===== config.mk =====
export PLATFORM = sky130hd
export DESIGN_NAME = ks_sub_pipe_16
export DESIGN_NICKNAME = d
export VERILOG_FILES = /design/src/rtl/ks_sub_pipe_16.sv
export SDC_FILE = /design/constraint.sdc
export NUM_CORES = 1
export LEC_CHECK = 0
export BUFFER_PORTS_ARGS = -buffer_cell sky130_fd_sc_hd__buf_4
export CORE_MARGIN = 2
export CORE_UTILIZATION = 40
export DETAILED_ROUTE_END_ITERATION = 8
export GPL_ROUTABILITY_DRIVEN = 1
export MAX_ROUTING_LAYER = met4
export PLACE_DENSITY = 0.6
export SLEW_MARGIN = 30
export SYNTH_ARGS = -nofsm -noshare
export SYNTH_HDL_FRONTEND = slang
export SYNTH_SLANG_ARGS = --single-unit
export TNS_END_PERCENT = 10

===== constraint.sdc =====
create_clock -name clk -period 3.6 [get_ports clk]
set_input_delay 0.36 -clock clk [delete_from_list [all_inputs] [get_ports clk]]
set_output_delay 0.36 -clock clk [all_outputs]
set_load 0.01 [all_outputs]

===== src/rtl/ks_sub_pipe_16.sv =====
// ks_sub_pipe_16: two-stage pipelined 16-bit Kogge-Stone subtractor, a - b - bin.
// Valid/ready handshake on both sides; full backpressure with no bubbles.
// Optional build macro KS_SUB_SAT_EN: saturate diff on signed overflow.
module ks_sub_pipe_16 (
  input  logic        clk,
  input  logic        rst,
  input  logic        in_valid,
  output logic        in_ready,
  input  logic [15:0] a,
  input  logic [15:0] b,
  input  logic        bin,
  output logic        out_valid,
  input  logic        out_ready,
  output logic [15:0] diff,
  output logic        bout,
  output logic        ovf,
  output logic        zero
);

  localparam int unsigned W = 16;

  // handshake state
  logic v1, v2, v1_nxt, v2_nxt;
  logic s1_adv, s2_adv, accept;

  // stage 1 combinational: preprocessing and prefix spans 1, 2
  logic [W-1:0] bn, g0, p0, gf, g1, g2;
  logic [W-1:2] p1;
  logic [W-1:4] p2;
  logic         cin;

  // stage 1 registers
  logic [W-1:0] s1_p, s1_g2;
  logic [W-1:4] s1_p2;
  logic         s1_cin, s1_a15, s1_b15;

  // stage 2 combinational: prefix spans 4, 8, sum and flags
  logic [W-1:0] g4, g8, c, diff_raw, diff_c;
  logic [W-1:8] p4;
  logic         bout_c, ovf_c, zero_c;

  // Handshake control and next pipeline occupancy
  always_comb begin
    s2_adv   = !v2 || out_ready;
    s1_adv   = v1 && s2_adv;
    in_ready = !v1 || s2_adv;
    accept   = in_valid && in_ready;
    v1_nxt   = accept || (v1 && !s1_adv);
    v2_nxt   = s2_adv ? v1 : v2;
  end

  // Subtraction is a + ~b + ~bin; borrow-in becomes carry-in folded into bit 0
  always_comb begin
    bn  = ~b;
    cin = ~bin;
    g0  = a & bn;
    p0  = a ^ bn;
    gf  = {g0[W-1:1], g0[0] | (p0[0] & cin)};
    g1  = gf;
    for (int i = 1; i < W; i++) g1[i] = gf[i] | (p0[i] & gf[i-1]);
    for (int i = 2; i < W; i++) p1[i] = p0[i] & p0[i-1];
    g2  = g1;
    for (int i = 2; i < W; i++) g2[i] = g1[i] | (p1[i] & g1[i-2]);
    for (int i = 4; i < W; i++) p2[i] = p1[i] & p1[i-2];
  end

  // Finish the prefix tree, form the difference and flags
  always_comb begin
    g4 = s1_g2;
    for (int i = 4; i < W; i++) g4[i] = s1_g2[i] | (s1_p2[i] & s1_g2[i-4]);
    for (int i = 8; i < W; i++) p4[i] = s1_p2[i] & s1_p2[i-4];
    g8 = g4;
    for (int i = 8; i < W; i++) g8[i] = g4[i] | (p4[i] & g4[i-8]);
    c        = {g8[W-2:0], s1_cin};
    diff_raw = s1_p ^ c;
    bout_c   = ~g8[W-1];
    ovf_c    = (s1_a15 ^ s1_b15) & (s1_a15 ^ diff_raw[W-1]);
`ifdef KS_SUB_SAT_EN
    if (ovf_c) diff_c = s1_a15 ? 16'h8000 : 16'h7FFF;
    else       diff_c = diff_raw;
`else
    diff_c   = diff_raw;
`endif
    zero_c   = ~|diff_c;
  end

  // Occupancy flags
  always_ff @(posedge clk or posedge rst) begin
    if (rst) begin
      v1 <= 1'b0;
      v2 <= 1'b0;
    end else begin
      v1 <= v1_nxt;
      v2 <= v2_nxt;
    end
  end

  // Stage 1 capture on accept
  always_ff @(posedge clk or posedge rst) begin
    if (rst) begin
      s1_p   <= '0;
      s1_g2  <= '0;
      s1_p2  <= '0;
      s1_cin <= 1'b0;
      s1_a15 <= 1'b0;
      s1_b15 <= 1'b0;
    end else if (accept) begin
      s1_p   <= p0;
      s1_g2  <= g2;
      s1_p2  <= p2;
      s1_cin <= cin;
      s1_a15 <= a[W-1];
      s1_b15 <= b[W-1];
    end
  end

  // Stage 2 capture when stage 1 drains; holds while stalled
  always_ff @(posedge clk or posedge rst) begin
    if (rst) begin
      diff <= '0;
      bout <= 1'b0;
      ovf  <= 1'b0;
      zero <= 1'b0;
    end else if (s1_adv) begin
      diff <= diff_c;
      bout <= bout_c;
      ovf  <= ovf_c;
      zero <= zero_c;
    end
  end

  assign out_valid = v2;

endmodule


==> metrics.csv, run 1 <==
metric;value;unit
outcome;complete, no violations;
core area;0.00830;mm²
fillcell total;792;
Ant. Diodes;0;
aggregate global routing overflow;0;
asr flop ratio synth;100;%
synthesized instance count;350;
DRT Wirelength;7140;µm
Crit Path Class;reg -> reg;
Syn Std Cell Area;0.00347;mm²
postcts setup bufs;0;
H-tree lvl count;3;
Max-slew headroom;53.3;%
fin util;50.8;%
number of detailed-route iterations in the first pass;4;
DRT antenna net count;0;
first-pass GRT wire length;12300;µm
RSZ-0062 raised after global routing;no;
Synth Area per Inst;9.90;µm²
worst slew pin tran;0.699;ns
GRT Total Usage;16.7;%
Leak;2.10;nW
count of input and output buffers;57;
Placer Congestion;0.831;
CTS Buf Count;9;
Post-Syn Nets;403;
area grow syn2layout;21.6;%
largest net degree at the start of global routing;40;
Post-CTS Hold Buffers;0;
die area;0.00943;mm²
layout cell share with drive strength beyond 1;21.9;%
number of register bits inferred by synthesis;68;
via count;2560;
library cells used by synthesis;39;
Worst-Skew Late Latency;0.34;ns
Final setup viols;0;
vias per inst;5.01;
root buffer cell;clkbuf_8;
Startpoint Class;flop;
Die X;97.1;µm
area leader, netlist;dfrtp_1;
Max Freq;490;MHz
# DRC;0;
min Tclk post-route;2.04;ns
Worst EP required;3.83;ns
wire per inst;14.0;µm
clk slew on worst S/H paths;0.07;ns
Synth top area share;49.1;%
FF/Latch Area;0.00170;mm²
met2 usage;23.0;%
HP Class;in -> async;
Post-synth top flop;dfrtp_1;
Rows;33;
hpwl dp;5360;µm
met3 Usage GRT;4.89;%
Slew Viols, Final;0;
vias in the first global route;2529;
maximum clock insertion buffer count;2;
Initial Util;41.8;%
area of the multi-input gates;0.00159;mm²
most common cell in the netlist;dfrtp_1;
crit path DAT;2.27;ns
Synth top cells by count;dfrtp_1 (68), nand2_1 (51), o21ai_0 (36), a21o_1 (27), a21oi_1 (24);
initial antenna violation count;0;
post_cts resized;0;
peak supply drop;0.000219;V
Hold Violations, Final;0;
Most Used Layer, Global Route;met1;
Setup TNS;0;ns
P per Cell Area;561;mW/mm²
clock sink count;68;
DR iter-0 viols;66;
overall power;2.36;mW
EDFF count, synth;0;
yosys warns;0;
CP endpoint kind;flop;
clk_skew;0.00696;ns
CTS tree;done;
CP Max Fanout;39;
Total Nets Final;454;
height of the die;97.1;µm
Max Cap Violations;0;
routing usage on met1;23.7;%
sequential share of the synthesized area;49.1;%
io pins;58;
period utilization;56.7;%
top post-synthesis cells by area;dfrtp_1 (49%), a21o_1 (5.8%), ha_1 (5.8%);
-- logic make-up after synthesis --
family | count (synthesis) | synth area share, %
AO/OA/AOI/OAI | 108 | 19.2
XOR/XNOR | 11 | 2.78
adder cells (fa/ha/maj) | 16 | 5.78
buffers and inverters | 44 | 5.20
flip-flops | 68 | 49.1
multiplexers | 21 | 6.79
AND/OR/NAND/NOR | 82 | 11.2
-- critical path: stages, from the launching register on --
cell and delay [ns]:
dfrtp_1 0.36, nor2b_1 0.19, nand2_1 0.13, nand2_2 0.52, buf_4 0.36, mux2_2 0.36
-- through the flow --
stage | setup WS (ns) | cells | cell area (µm²) | hold WS (ns)
finish | 1.56 | 511 | 4210 | 0.138
floorplan | 1.53 | 350 | 3470 | 0.432
global route | 1.39 | 511 | 4210 | 0.194
global placement | 1.51 | 495 | 3960 | 0.458
CTS | 1.55 | 511 | 4210 | 0.150
detailed placement | 1.48 | 495 | 3960 | 0.466
-- routing by layer --
metal	vias up	routed length, µm
met5	-	0
met2	57	3050
met3	7	282
met1	1164	3730
met4	0	73
li1	1332	-
-- where the power goes --
part	switching [mW]	leakage, nW	internal, mW
sequential	0.103	0.842	0.912
combinational	0.290	1.13	0.281
clock	0.279	0.127	0.497
total	0.672	2.10	1.69
-- final timing paths --
| check | start | end | slack [ns] | depth (start not counted) |
|---|---|---|---|---|
| setup / recovery | out_valid | s1_g2[2] | 1.56 | 5 |
| hold / removal | rst | ovf | 0.14 | 2 |
| setup reg to reg | out_valid | s1_g2[2] | 1.56 | 5 |
| hold reg to reg | s1_g2[15] | bout | 0.47 | 1 |
| max in group asynchronous | rst | s1_p2[5] | 2.54 | 3 |
| min in group clk | in_valid | v1 | 0.23 | 2 |
-- state kept, by name, summed over array words and instances (netlist names) --
signal and count:
bout 1, diff 16, out_valid 1, ovf 1, s1_a15 1, s1_b15 1
s1_cin 1, s1_g2 16, s1_p 16, s1_p2 12, v1 1, zero 1
-- layout make-up --
type	instances	share of cell area [%]
flip-flops and latches	68	40.4
multi-input cells	238	37.7
well taps	105	3.12
inverters	24	2.14
clock inverters	4	2.26
repair buffers	60	10.7
clock buffers	12	3.68
-- placed cells by master, fill, tap and decap left out, types with 2 or more instances in the layout --
cell type / instances
buf_4: 60
o21ai_1: 3
xor2_1: 3
ha_1: 16
nand2b_1: 2
a21o_1: 27
clkbuf_8: 11
bufinv_16: 3
inv_1: 22
a21boi_0: 2
nor2b_1: 3
mux2_2: 4
o31ai_1: 5
nand2_2: 2
nand3_1: 4
nand2_1: 49
o22ai_1: 2
nand4_1: 13
and3_1: 3
o21bai_1: 2
inv_2: 2
a21oi_1: 24
o21ai_0: 36
mux2_1: 16
dfrtp_1: 68
xnor2_1: 8
Note: power is estimated with default switching activity, not from simulation.
==> run 2, diff against run 1 <==
==> constraint.sdc (replaced) <==
create_clock -name clk -period 2.1 [get_ports clk]
set_input_delay 0.21 -clock clk [delete_from_list [all_inputs] [get_ports clk]]
set_output_delay 0.21 -clock clk [all_outputs]
set_load 0.01 [all_outputs]
==> metrics.csv, run 2 (synthesized netlist as in run 1, its figures left out) <==
metric;value;unit;change
outcome;complete, no violations;;unchanged
R2R Path End;zero;;was s1_g2[2]
Slew Viols, Final;0;;unchanged
hpwl dp;5430;µm;was 5360 µm
Setup TNS;0;ns;unchanged
met3 Usage GRT;2.52;%;was 4.89%
H-tree lvl count;3;;unchanged
worst reg-to-reg setup slack;0.46;ns;was 1.56 ns
P per Cell Area;883;mW/mm²;was 561 mW/mm²
CP endpoint kind;flop;;unchanged
CP Max Fanout;4;;was 39
Crit Path Class;reg -> reg;;unchanged
Total Nets Final;457;;was 454
DRT Wirelength;7270;µm;was 7140 µm
initial antenna violation count;0;;unchanged
clock sink count;68;;unchanged
Worst EP required;2.38;ns;was 3.83 ns
Final setup viols;0;;unchanged
peak supply drop;0.000417;V;was 0.000219 V
Die X;97.1;µm;unchanged
Hold Violations, Final;0;;unchanged
cells along the critical path;a21o_1 -> a211oi_2 -> o22ai_1 -> nor4_2 -> a41o_1;;was nor2b_1 -> nand2_1 -> nand2_2 -> buf_4 -> mux2_2
vias per inst;5.09;;was 5.01
Crit path buffers/inverters;0;;was 1
RSZ-0062 raised after global routing;no;;unchanged
clk slew on worst S/H paths;0.08;ns;was 0.07 ns
leading cell types in the layout, fill and taps excluded;dfrtp_1 (68), buf_4 (60), nand2_1 (50);;was dfrtp_1 (68), buf_4 (60), nand2_1 (49)
number of detailed-route iterations in the first pass;4;;unchanged
first-pass GRT wire length;12600;µm;was 12300 µm
Rows;33;;unchanged
area grow syn2layout;20.8;%;was 21.6%
vias in the first global route;2543;;was 2529
maximum clock insertion buffer count;2;;unchanged
io pins;58;;unchanged
via count;2615;;was 2560
Setup crit end;zero;;was s1_g2[2]
Initial Util;41.8;%;unchanged
routing usage on met1;24.3;%;was 23.7%
count of input and output buffers;57;;unchanged
Max Freq;611;MHz;was 490 MHz
Ant. Diodes;0;;unchanged
Max-slew headroom;59.4;%;was 53.3%
layout cell share with drive strength beyond 1;22.2;%;was 21.9%
HP Class;in -> reg;;was in -> async
largest net degree at the start of global routing;44;;was 40
period utilization;77.9;%;was 56.7%
Crit-path slowest cell;dfrtp_1;;was nand2_2
crit path DAT;1.92;ns;was 2.27 ns
hold depth;2;;
wire per inst;14.1;µm;was 14.0 µm
Most Used Layer, Global Route;met2;;was met1
height of the die;97.1;µm;unchanged
DRT antenna net count;0;;unchanged
Worst-Skew Late Latency;0.35;ns;was 0.34 ns
Placer Congestion;0.802;;was 0.831
CTS tree;done;;unchanged
top flop regs;diff (16), s1_g2 (16), s1_p (16);;unchanged
min Tclk post-route;1.64;ns;was 2.04 ns
DR iter-0 viols;103;;was 66
setup ws final;0.464;ns;was 1.56 ns
fillcell total;763;;was 792
clk_skew;0.0108;ns;was 0.00696 ns
met2 usage;24.9;%;was 23.0%
post_cts resized;0;;unchanged
core area;0.00830;mm²;unchanged
worst setup path startpoint;s1_g2[2];;was out_valid
critical path depth in cells;5;;unchanged
Leak;2.09;nW;was 2.10 nW
aggregate global routing overflow;0;;unchanged
post-place setup slack;0.462;ns;was 1.48 ns
CP top delay family;compound AO/OA/AOI/OAI gates;;was simple AND/OR/NAND/NOR gates
GRT Total Usage;17.2;%;was 16.7%
Max Cap Violations;0;;unchanged
cell depth of the worst flop-to-flop path;5;;unchanged
# DRC;0;;unchanged
root buffer cell;clkbuf_8;;unchanged
commonest non-fill, non-tap cell in the layout;dfrtp_1;;unchanged
Reg2Reg Launch Point;s1_g2[2];;was out_valid
Startpoint Class;flop;;unchanged
delay of the slowest cell on the worst path;0.44;ns;was 0.52 ns
CTS Buf Count;9;;unchanged
worst slew pin tran;0.609;ns;was 0.699 ns
die area;0.00943;mm²;unchanged
## run 2: final cells by class
cell class                      instances  area (µm²)  share of cell area (%)
Sequential cell                        68        1700                    40.6
Multi-Input combinational cell        238        1590                    37.9
Timing Repair Buffer                   63         500                    12.0
Clock buffer                           10         138                    3.29
Tap cell                              105         131                    3.14
Inverter                               24        90.1                    2.15
Clock inverter                          6        40.0                   0.956
## run 2: timing repair
item / CTS / global route
buffers inserted: 0 / 0
endpoints found under the hold margin: 27 / 0
hold buffers: 1 / 0
## run 2: through the flow
step | hold WS [ns] | utilization (%) | cell area (µm²) | power (mW) | std cells
floorplan | 0.318 | - | 3470 | 2.35 | 350
global placement | 0.327 | 48.2 | 4000 | 2.76 | 497
detailed placement | 0.330 | 48.2 | 4000 | 2.78 | 497
CTS | 0.0627 | 50.5 | 4190 | 3.74 | 514
global route | 0.0783 | 50.5 | 4190 | 3.95 | 514
finish | 0.0662 | 50.5 | 4190 | 3.70 | 514
## run 2: power by group
part	switching [mW]	internal [mW]	total [mW]	leakage (nW)
clock	0.500	0.458	0.958	0.0920
sequential	0.181	1.56	1.74	0.842
combinational	0.503	0.494	0.996	1.16
## run 2: routing by layer
| metal | part of all wire (%) | up-vias | wire length (µm) |
|---|---|---|---|
| met1 | 51 | 1215 | 3670 |
| met2 | 43 | 57 | 3140 |
| met4 | 1.7 | 0 | 120 |
| met3 | 4.6 | 10 | 336 |
| met5 | 0 | - | 0 |
| li1 | - | 1333 | - |
## run 2: worst min path at each step
stage,from,end
floorplan,in_valid,v1
global placement,rst,diff[15]
detailed placement,rst,diff[15]
CTS,bin,s1_cin
global route,bin,s1_cin
finish,bin,s1_cin
==> run 3, diff against run 2 <==
--- a/config.mk
+++ b/config.mk
@@ -11,7 +11,7 @@
 export DETAILED_ROUTE_END_ITERATION = 8
 export GPL_ROUTABILITY_DRIVEN = 1
 export MAX_ROUTING_LAYER = met4
-export PLACE_DENSITY = 0.6
+export PLACE_DENSITY = 0.62
 export SLEW_MARGIN = 30
 export SYNTH_ARGS = -nofsm -noshare
 export SYNTH_HDL_FRONTEND = slang
==> constraint.sdc (replaced) <==
create_clock -name clk -period 1.5 [get_ports clk]
set_input_delay 0.15 -clock clk [delete_from_list [all_inputs] [get_ports clk]]
set_output_delay 0.15 -clock clk [all_outputs]
set_load 0.01 [all_outputs]
==> metrics.csv, run 3 (synthesized netlist as in run 1, its figures left out) <==
metric;value;unit;change
Rows;33;;unchanged
Worst-Skew Late Latency;0.34;ns;was 0.35 ns
Max Freq;675;MHz;was 611 MHz
period utilization;98.7;%;was 77.9%
overall power;5.79;mW;was 3.70 mW
Ant. Diodes;0;;unchanged
vias in the first global route;2612;;was 2543
Total Nets Final;482;;was 457
initial antenna violation count;0;;unchanged
hpwl dp;5470;µm;was 5430 µm
aggregate global routing overflow;0;;unchanged
hold depth;2;;unchanged
min Tclk post-route;1.48;ns;was 1.64 ns
design area;0.00450;mm²;was 0.00419 mm²
cell depth of the worst flop-to-flop path;5;;unchanged
GRT Total Usage;17.1;%;was 17.2%
fin util;54.3;%;was 50.5%
CP top delay family;flip-flops;;was compound AO/OA/AOI/OAI gates
Die X;97.1;µm;unchanged
DRT Wirelength;7740;µm;was 7270 µm
H-tree lvl count;3;;unchanged
commonest non-fill, non-tap cell in the layout;buf_4;;was dfrtp_1
io pins;58;;unchanged
# DRC;0;;unchanged
via count;2724;;was 2615
clock sink count;68;;unchanged
area grow syn2layout;30.0;%;was 20.8%
Slew Viols, Final;0;;unchanged
DRT antenna net count;0;;unchanged
DR iter-0 viols;139;;was 103
delay of the slowest cell on the worst path;0.45;ns;was 0.44 ns
Placer Congestion;0.792;;was 0.802
Max-slew headroom;76.0;%;was 59.4%
core area;0.00830;mm²;unchanged
Placed Area;0.00416;mm²;was 0.00400 mm²
wire per inst;14.4;µm;was 14.1 µm
worst reg-to-reg setup slack;0.02;ns;was 0.46 ns
largest net degree at the start of global routing;69;;was 44
crit path DAT;1.77;ns;was 1.92 ns
first-pass GRT wire length;12700;µm;was 12600 µm
leading cell types in the layout, fill and taps excluded;buf_4 (82), dfrtp_1 (68), nand2_1 (49);;was dfrtp_1 (68), buf_4 (60), nand2_1 (50)
outcome;complete, no violations;;unchanged
Initial Util;41.8;%;unchanged
top flop regs;diff (16), s1_g2 (16), s1_p (16);;unchanged
critical path depth in cells;5;;unchanged
worst slew pin tran;0.359;ns;was 0.609 ns
maximum clock insertion buffer count;2;;unchanged
Leak;2.27;nW;was 2.09 nW
root buffer cell;clkbuf_8;;unchanged
peak supply drop;0.000505;V;was 0.000417 V
layout cell share with drive strength beyond 1;27.6;%;was 22.2%
Crit path buffers/inverters;0;;unchanged
Hold Violations, Final;0;;unchanged
height of the die;97.1;µm;unchanged
Crit Path Class;reg -> reg;;unchanged
die area;0.00943;mm²;unchanged
Placed Cells;518;;was 497
Final setup viols;0;;unchanged
Startpoint Class;flop;;unchanged
Crit-path slowest cell;dfrtp_1;;unchanged
HP Class;in -> reg;;unchanged
Worst EP required;1.79;ns;was 2.38 ns
CTS tree;done;;unchanged
count of input and output buffers;57;;unchanged
Max Cap Violations;0;;unchanged
vias per inst;5.05;;was 5.09
clk_skew;0.00990;ns;was 0.0108 ns
CTS Buf Count;9;;unchanged
CP endpoint kind;flop;;unchanged
cells along the critical path;a21oi_1 -> xor2_1 -> nand4bb_1 -> nor4_2 -> a41o_1;;was a21o_1 -> a211oi_2 -> o22ai_1 -> nor4_2 -> a41o_1
Setup TNS;0;ns;unchanged
P per Cell Area;1290;mW/mm²;was 883 mW/mm²
area of the multi-input gates;0.00162;mm²;was 0.00159 mm²
number of detailed-route iterations in the first pass;4;;unchanged
clk slew on worst S/H paths;0.08;ns;about the same
CP Max Fanout;4;;unchanged
RSZ-0062 raised after global routing;yes;;was no
final non-filler cell total;539;;was 514
fillcell total;766;;was 763
FF/Latch Area;0.00170;mm²;unchanged
-- run 3: cell types whose count changed in the layout (fill, tap and decap cells not counted) --
cell	previous run	this run
clkinv_2	3	2
o221ai_1	1	0
nand2_1	50	49
clkbuf_8	10	12
clkinv_4	2	0
xnor2_1	8	6
clkbuf_16	0	2
inv_2	2	1
o221ai_2	0	1
nand2_4	0	1
bufinv_16	0	2
xnor2_2	0	2
buf_4	60	82
buf_6	0	1
-- run 3: cell type report --
type                       count  share of cell area (%)
clock buffer                  12                    3.67
clock inverter                 4                    1.56
sequential                    68                    37.8
multi-input combinational    238                    35.9
tap                          105                    2.92
inverter                      24                    2.08
timing repair buffer          88                    16.1
-- run 3: per-stage QoR --
step / worst slack, ns / hold slack (ns)
2_1_floorplan: -0.0713 / 0.258
3_3_place_gp: 0.00151 / 0.276
3_5_place_dp: -0.0270 / 0.280
4_1_cts: 0.000468 / 0.0162
5_1_grt: -0.0571 / 0.00911
6_report: 0.0195 / 0.0196
-- run 3: worst register-to-register path: stages, from the launching register on --
cell       delay [ns]
dfrtp_1          0.45
a21oi_1          0.21
xor2_1           0.26
nand4bb_1        0.15
nor4_2           0.16
a41o_1           0.20
-- run 3: power by group --
group          switching (mW)  internal (mW)  total, mW
registers               0.256           2.19       2.45
logic                   0.750          0.837       1.59
clock network           0.695           1.07       1.76
total                    1.70           4.09       5.79
-- run 3: what timing repair did --
action | in CTS | in global routing
pin swaps | 2 | 2
hold buffers | 1 | 0
buffers inserted | 1 | 1
cloned | 0 | 2
setup endpoints to repair | 3 | 30
hold endpoints to repair | 68 | 0
resized for setup | 4 | 2
-- run 3: final timing paths --
path | endpoint | startpoint
min in group asynchronous | diff[2] | rst
max | zero | s1_g2[3]
max reg2reg | zero | s1_g2[3]
min reg2reg | bout | s1_g2[15]
min | s1_cin | bin
max in group asynchronous | diff[14] | rst
-- run 3: per-layer routing --
metal	GRT usage [%]	share of wire (%)	vias up	routed length, µm
li1	-	-	1380	-
met1	24.6	50	1285	3830
met2	24.1	45	53	3470
met3	4.24	4.6	6	353
met4	5.20	1.0	0	77
met5	-	0	-	0
